## src/rtl/mdu.sv

```systemverilog
// Iterative multiply/divide unit: one bit per cycle, fixed 33-cycle latency,
// unsigned and two's-complement multiply and divide with MIPS-style Hi/Lo results.
module mdu #(
  parameter int unsigned DATA_WIDTH = 32
) (
  input  logic                  Clock,
  input  logic                  Resetn,
  input  logic                  Start,
  input  logic [1:0]            Op,
  input  logic [DATA_WIDTH-1:0] busA,
  input  logic [DATA_WIDTH-1:0] busB,
  output logic                  Busy,
  output logic                  Done,
  output logic [DATA_WIDTH-1:0] Hi,
  output logic [DATA_WIDTH-1:0] Lo
);

  localparam int unsigned W     = DATA_WIDTH;
  localparam int unsigned CNT_W = $clog2(W);
  localparam logic [CNT_W-1:0] CNT_LAST = CNT_W'(W - 1);

  typedef enum logic [1:0] {
    IDLE = 2'd0,
    CALC = 2'd1,
    FIX  = 2'd2
  } state_e;

  state_e state_q, state_d;

  logic [CNT_W-1:0] cnt_q, cnt_d;
  logic [W-1:0]     acc_hi_q, acc_hi_d;   // partial product high / partial remainder
  logic [W-1:0]     acc_lo_q, acc_lo_d;   // multiplier bits / dividend-quotient bits
  logic [W-1:0]     opb_q, opb_d;         // |multiplicand| or |divisor|
  logic             is_div_q, is_div_d;
  logic             neg_q, neg_d;         // negate product / quotient
  logic             rneg_q, rneg_d;       // negate remainder (dividend sign)
  logic             div0_q, div0_d;
  logic             busy_q, busy_d;
  logic             done_q, done_d;
  logic [W-1:0]     hi_q, hi_d;
  logic [W-1:0]     lo_q, lo_d;

  // Operand conditioning at the start edge
  logic         sa_c, sb_c;
  logic [W-1:0] abs_a_c, abs_b_c;
  // Per-iteration datapath
  logic [W:0]   mul_sum_c;
  logic [W:0]   rem_sh_c;
  logic [W:0]   diff_c;
  // Sign-corrected results
  logic [2*W-1:0] prod_c;
  logic [W-1:0]   quo_c, rem_c;

  assign Busy = busy_q;
  assign Done = done_q;
  assign Hi   = hi_q;
  assign Lo   = lo_q;

  // State register
  always_ff @(posedge Clock) begin
    if (!Resetn) state_q <= IDLE;
    else         state_q <= state_d;
  end

  // Next-state logic: IDLE -> CALC (32 iterations) -> FIX -> IDLE
  always_comb begin
    state_d = state_q;
    case (state_q)
      IDLE:    if (Start) state_d = CALC;
      CALC:    if (cnt_q == CNT_LAST) state_d = FIX;
      FIX:     state_d = IDLE;
      default: state_d = IDLE;
    endcase
  end

  // Operand magnitude and sign extraction for signed ops
  always_comb begin
    sa_c    = Op[0] & busA[W-1];
    sb_c    = Op[0] & busB[W-1];
    abs_a_c = sa_c ? (~busA + W'(1)) : busA;
    abs_b_c = sb_c ? (~busB + W'(1)) : busB;
  end

  // One shift-add / restoring shift-subtract step, plus final sign correction
  always_comb begin
    mul_sum_c = {1'b0, acc_hi_q} + (acc_lo_q[0] ? {1'b0, opb_q} : '0);
    rem_sh_c  = {acc_hi_q, acc_lo_q[W-1]};
    diff_c    = rem_sh_c - {1'b0, opb_q};
    prod_c    = neg_q ? (~{acc_hi_q, acc_lo_q} + (2*W)'(1)) : {acc_hi_q, acc_lo_q};
    quo_c     = neg_q ? (~acc_lo_q + W'(1)) : acc_lo_q;
    rem_c     = rneg_q ? (~acc_hi_q + W'(1)) : acc_hi_q;
    if (div0_q) quo_c = '1;
  end

  // Next values for datapath and registered outputs
  always_comb begin
    cnt_d    = cnt_q;
    acc_hi_d = acc_hi_q;
    acc_lo_d = acc_lo_q;
    opb_d    = opb_q;
    is_div_d = is_div_q;
    neg_d    = neg_q;
    rneg_d   = rneg_q;
    div0_d   = div0_q;
    busy_d   = busy_q;
    done_d   = 1'b0;
    hi_d     = hi_q;
    lo_d     = lo_q;
    case (state_q)
      IDLE: begin
        if (Start) begin
          busy_d   = 1'b1;
          cnt_d    = '0;
          is_div_d = Op[1];
          neg_d    = sa_c ^ sb_c;
          rneg_d   = sa_c;
          div0_d   = Op[1] & (busB == '0);
          acc_hi_d = '0;
          // Multiply keeps the multiplier in the low half; divide keeps the dividend there
          acc_lo_d = Op[1] ? abs_a_c : abs_b_c;
          opb_d    = Op[1] ? abs_b_c : abs_a_c;
        end
      end
      CALC: begin
        cnt_d = cnt_q + CNT_W'(1);
        if (is_div_q) begin
          if (!diff_c[W]) begin
            acc_hi_d = diff_c[W-1:0];
            acc_lo_d = {acc_lo_q[W-2:0], 1'b1};
          end else begin
            acc_hi_d = rem_sh_c[W-1:0];
            acc_lo_d = {acc_lo_q[W-2:0], 1'b0};
          end
        end else begin
          acc_hi_d = mul_sum_c[W:1];
          acc_lo_d = {mul_sum_c[0], acc_lo_q[W-1:1]};
        end
      end
      FIX: begin
        busy_d = 1'b0;
        done_d = 1'b1;
        if (is_div_q) begin
          hi_d = rem_c;
          lo_d = quo_c;
        end else begin
          hi_d = prod_c[2*W-1:W];
          lo_d = prod_c[W-1:0];
        end
      end
      default: begin
        busy_d = 1'b0;
      end
    endcase
  end

  // Datapath and output registers
  always_ff @(posedge Clock) begin
    if (!Resetn) begin
      cnt_q    <= '0;
      acc_hi_q <= '0;
      acc_lo_q <= '0;
      opb_q    <= '0;
      is_div_q <= 1'b0;
      neg_q    <= 1'b0;
      rneg_q   <= 1'b0;
      div0_q   <= 1'b0;
      busy_q   <= 1'b0;
      done_q   <= 1'b0;
      hi_q     <= '0;
      lo_q     <= '0;
    end else begin
      cnt_q    <= cnt_d;
      acc_hi_q <= acc_hi_d;
      acc_lo_q <= acc_lo_d;
      opb_q    <= opb_d;
      is_div_q <= is_div_d;
      neg_q    <= neg_d;
      rneg_q   <= rneg_d;
      div0_q   <= div0_d;
      busy_q   <= busy_d;
      done_q   <= done_d;
      hi_q     <= hi_d;
      lo_q     <= lo_d;
    end
  end

endmodule

```

## config.mk

```make
export PLATFORM = sky130hd
export DESIGN_NAME = mdu
export DESIGN_NICKNAME = d
export VERILOG_FILES = /design/src/rtl/mdu.sv
export SDC_FILE = /design/constraint.sdc
export NUM_CORES = 1
export LEC_CHECK = 0
export CELL_PAD_IN_SITES_DETAIL_PLACEMENT = 0
export CELL_PAD_IN_SITES_GLOBAL_PLACEMENT = 1
export CORE_ASPECT_RATIO = 0.7
export CORE_MARGIN = 8
export CORE_UTILIZATION = 30
export CTS_CLUSTER_SIZE = 25
export DETAILED_ROUTE_END_ITERATION = 8
export GPL_TIMING_DRIVEN = 1
export PLACE_DENSITY = 0.7
export SYNTH_ARGS = -nofsm -noshare
export SYNTH_HDL_FRONTEND = slang
export SYNTH_SLANG_ARGS = --single-unit
```

## constraint.sdc

```tcl
create_clock -name Clock -period 3.49 [get_ports Clock]
set_input_delay 0.5235 -clock Clock [delete_from_list [all_inputs] [get_ports Clock]]
set_output_delay 0.5235 -clock Clock [all_outputs]
set_load 0.02 [all_outputs]
```

==> impl_metrics.env <==
export IMPL_drive_above_1_share_pct=12.4
export IMPL_crit_slowest_cell="or4_1"
export IMPL_required_ps=3850
export IMPL_yosysUniqueCellTypes=83
export IMPL_p_int_mw=3.87
export IMPL_cts_resized=0
export IMPL_clk_insertion_delay_late_ps=470
export IMPL_io_buffers=134
export IMPL_r2r_setup_slack_ps=220
export IMPL_comb_power_share_pct=31.6
export IMPL_syn_mean_instance_area_um2=7.40
export IMPL_wirelength_mm=57.9
export IMPL_grt_pass1_vias=14200
export IMPL_clock_sinks=173
export IMPL_grtUsageMet2_pct=28.2
export IMPL_die_y_um=197
export IMPL_ys_ff_latch=173
export IMPL_relSlewSlack_pct=40.3
export IMPL_synth_xor_area_share_pct=9.99
export IMPL_synth_area_mm2=0.0141
export IMPL_core_mm2=0.0464
export IMPL_die_x_um=275
export IMPL_synth_compound_area_share_pct=29.4
export IMPL_pre_cts_slack_ps=-258
export IMPL_power_mw=6.15
export IMPL_switching_share_pct=37.0
export IMPL_grt_max_degree=89
export IMPL_max_clock_path_buffers=2
export IMPL_cp_start_kind="flop"
export IMPL_yosysWarnings=0
export IMPL_clkPwrFrac_pct=33.4
export IMPL_groute_layer_met3_usage_pct=4.43
export IMPL_seq_area_frac_synth_pct=24.5
export IMPL_fin_ws_ps=223
export IMPL_antenna_found_initial=1
export IMPL_grt_remaining_overflow=0
export IMPL_cts_hold_fix_buffers=0
export IMPL_crit_path_frequent_cell="buf_4"
export IMPL_synth_fp_nets=2048
export IMPL_htree_levels=4
export IMPL_p_seq_share_pct=35.0
export IMPL_final_max_slew_violation_count=0
export IMPL_crit_arrival_ps=3620
export IMPL_switchingPower_mw=2.28
export IMPL_holdWs_ps=453
export IMPL_root_buffer="clkbuf_16"
export IMPL_max_clock_freq_ghz=0.306
export IMPL_layout_commonest_cell="nand2_1"
export IMPL_cts_tree="done"
export IMPL_finalSetupViolations=0
export IMPL_hold_viol_final=0
export IMPL_crit_fanout=10
export IMPL_critical_path_max_stage_delay_ps=560
export IMPL_dieArea_mm2=0.0544
export IMPL_final_cell_mix="nand2_1, a21oi_1, buf_4, dfxtp_1, nor2_1"
export IMPL_final_util_pct=38.5
export IMPL_clk_pin_slew_ps=90
export IMPL_synth_top_area_share_pct=24.5
export IMPL_yosysTopAreaCell="dfxtp_1"
export IMPL_fin_nets=2263
export IMPL_drcViolationCount=0
export IMPL_max_slew_worst_pin_slew_ps=889
export IMPL_cp_cell_sequence="inv_1, ha_1, nand4_1, or4_1, a2bb2oi_1, o21ai_1, buf_4, o21a_1, o211ai_4, buf_4, nand3_1, o21ai_0, a221o_1"
export IMPL_fp_row_count=66
export IMPL_power_density_mw_per_mm2=345
export IMPL_period_share_pct=93.6
export IMPL_synthTopCellsByArea="dfxtp_1, a21oi_1, ha_1"
export IMPL_synth_cells=1907
export IMPL_worstSetupPathType="reg -> reg"
export IMPL_period_minus_slack_ps=3270
export IMPL_finClkSkew_ps=23.6
export IMPL_yosys_area_share_adder_pct=6.49
export IMPL_finalWeightedCongestion=0.952
export IMPL_top_usage_layer="met1"
export IMPL_synthMuxAreaShare_pct=3.93
export IMPL_critPathCaptureType="flop"
export IMPL_synthArstFlopShare_pct=0
export IMPL_synth_simple_gate_area_share_pct=20.5
export IMPL_syn2layout_area_growth_pct=26.4
export IMPL_grt_pass1_wl_mm=86.6
export IMPL_track_usage_pct=20.6
export IMPL_synth_edff_count=0
export IMPL_worstRegToRegCells=13
export IMPL_outcome="finished, final reports clean"
export IMPL_drtIter0Drc=1767
export IMPL_vias_per_cell=5.58
export IMPL_grt_use_met1_pct=32.2
export IMPL_place_hpwl_mm=46.1
export IMPL_postPlaceCellArea_mm2=0.0172
export IMPL_drt_pass1_iterations=5
export IMPL_numCtsBuffers=17
export IMPL_maxCapViolCount=0
export IMPL_p_leak_nw=7.15
export IMPL_ir_worst_vdd_mv=0.288
export IMPL_ios=135
export IMPL_synth_flop_cell="dfxtp_1"
export IMPL_initial_utilization_pct=30.4
export IMPL_hold_path_class="reg -> reg"
export IMPL_hold_path_depth=2
export IMPL_vias=15300
export IMPL_post_cts_setup_buffers=0
export IMPL_synth_top_family_by_area="compound AO/OA/AOI/OAI gates"
export IMPL_postLayoutCellArea_mm2=0.0178
export IMPL_wl_per_cell_um=21.1
export IMPL_ant_nets=0
-- sequential cells by signal, indices dropped and copies added, names as in the netlist --
register	cells
Hi	32
acc_lo_q	32
Busy	1
neg_q	1
Done	1
state_q	2
div0_q	1
acc_hi_q	32
is_div_q	1
opb_q	32
rneg_q	1
cnt_q	5
Lo	32
-- layer usage --
metal / routed length, µm / part of all wire, %
met3: 5200 / 9.0
met2: 23100 / 40
met1: 29100 / 50
met5: 0 / 0
met4: 593 / 1.0
-- path summary, 6_finish.rpt --
path              from          end
max          opb_q[19]  acc_hi_q[2]
min             Hi[15]       Hi[15]
max reg2reg  opb_q[19]  acc_hi_q[2]
min reg2reg     Hi[15]       Hi[15]
-- synthesized netlist by cell type (7+ instances only) --
cell type	count
a311oi_1	12
a221oi_1	10
o21bai_1	8
o21a_1	11
nand2b_1	19
nor2b_1	24
o21ai_1	35
a211oi_1	52
buf_1	12
xnor2_1	75
a22oi_1	14
nand3_1	40
nand4_1	16
or3_1	11
mux2i_1	52
xor2_1	86
clkbuf_1	99
o211ai_1	33
buf_2	11
a21o_1	34
o221ai_1	7
or4_1	14
o31ai_1	19
a21oi_1	197
and3_1	15
and2_1	11
o21ai_0	133
nand2_1	208
nor2_1	161
nor4_1	19
o41ai_1	12
nor3_1	39
ha_1	70
a31oi_1	19
inv_1	62
dfxtp_1	173
-- power by group through the flow --
stage	Clock, mW	Sequential, mW	Combinational (mW)
final	2.05	2.15	1.94
after global routing	2.18	2.16	2.10
after CTS	2.09	2.15	1.91
after detailed placement	0	2.20	1.90
after global placement	0	2.19	1.89
after floorplan	0	2.16	1.20
-- cell type report --
cell class	count	area, µm²
Fill cell	4860	28600
Multi-Input combinational cell	1546	9980
Sequential cell	173	3470
Timing Repair Buffer	322	2780
Tap cell	612	766
Clock buffer	17	425
Inverter	62	233
Clock inverter	15	195
Antenna cell	1	2.50
-- cell families (layout without fill, tap and decap cells) --
logic type	count (synthesis)	in the layout
AND/OR/NAND/NOR	607	607
multiplexers	55	55
other	0	1
flip-flops	173	173
AO/OA/AOI/OAI	651	651
XOR/XNOR	161	161
buffers and inverters	188	416
adder cells (fa/ha/maj)	72	72
-- worst max-delay path: cells and delay by family (launching register included) --
kind | cells | cell delay, ps
AO/OA/AOI/OAI | 6 | 1020
adder cells (fa/ha/maj) | 1 | 420
buffers and inverters | 3 | 480
flip-flops | 1 | 340
AND/OR/NAND/NOR | 3 | 890
-- metrics by stage --
step                      instances  setup TNS (ps)
after detailed placement       2715            -267
final                          2748               0
after CTS                      2747               0
after global routing           2747           -75.1
after global placement         2715            -265
after floorplan                1907               0
No activity file was read; power rests on OpenSTA's default activity.
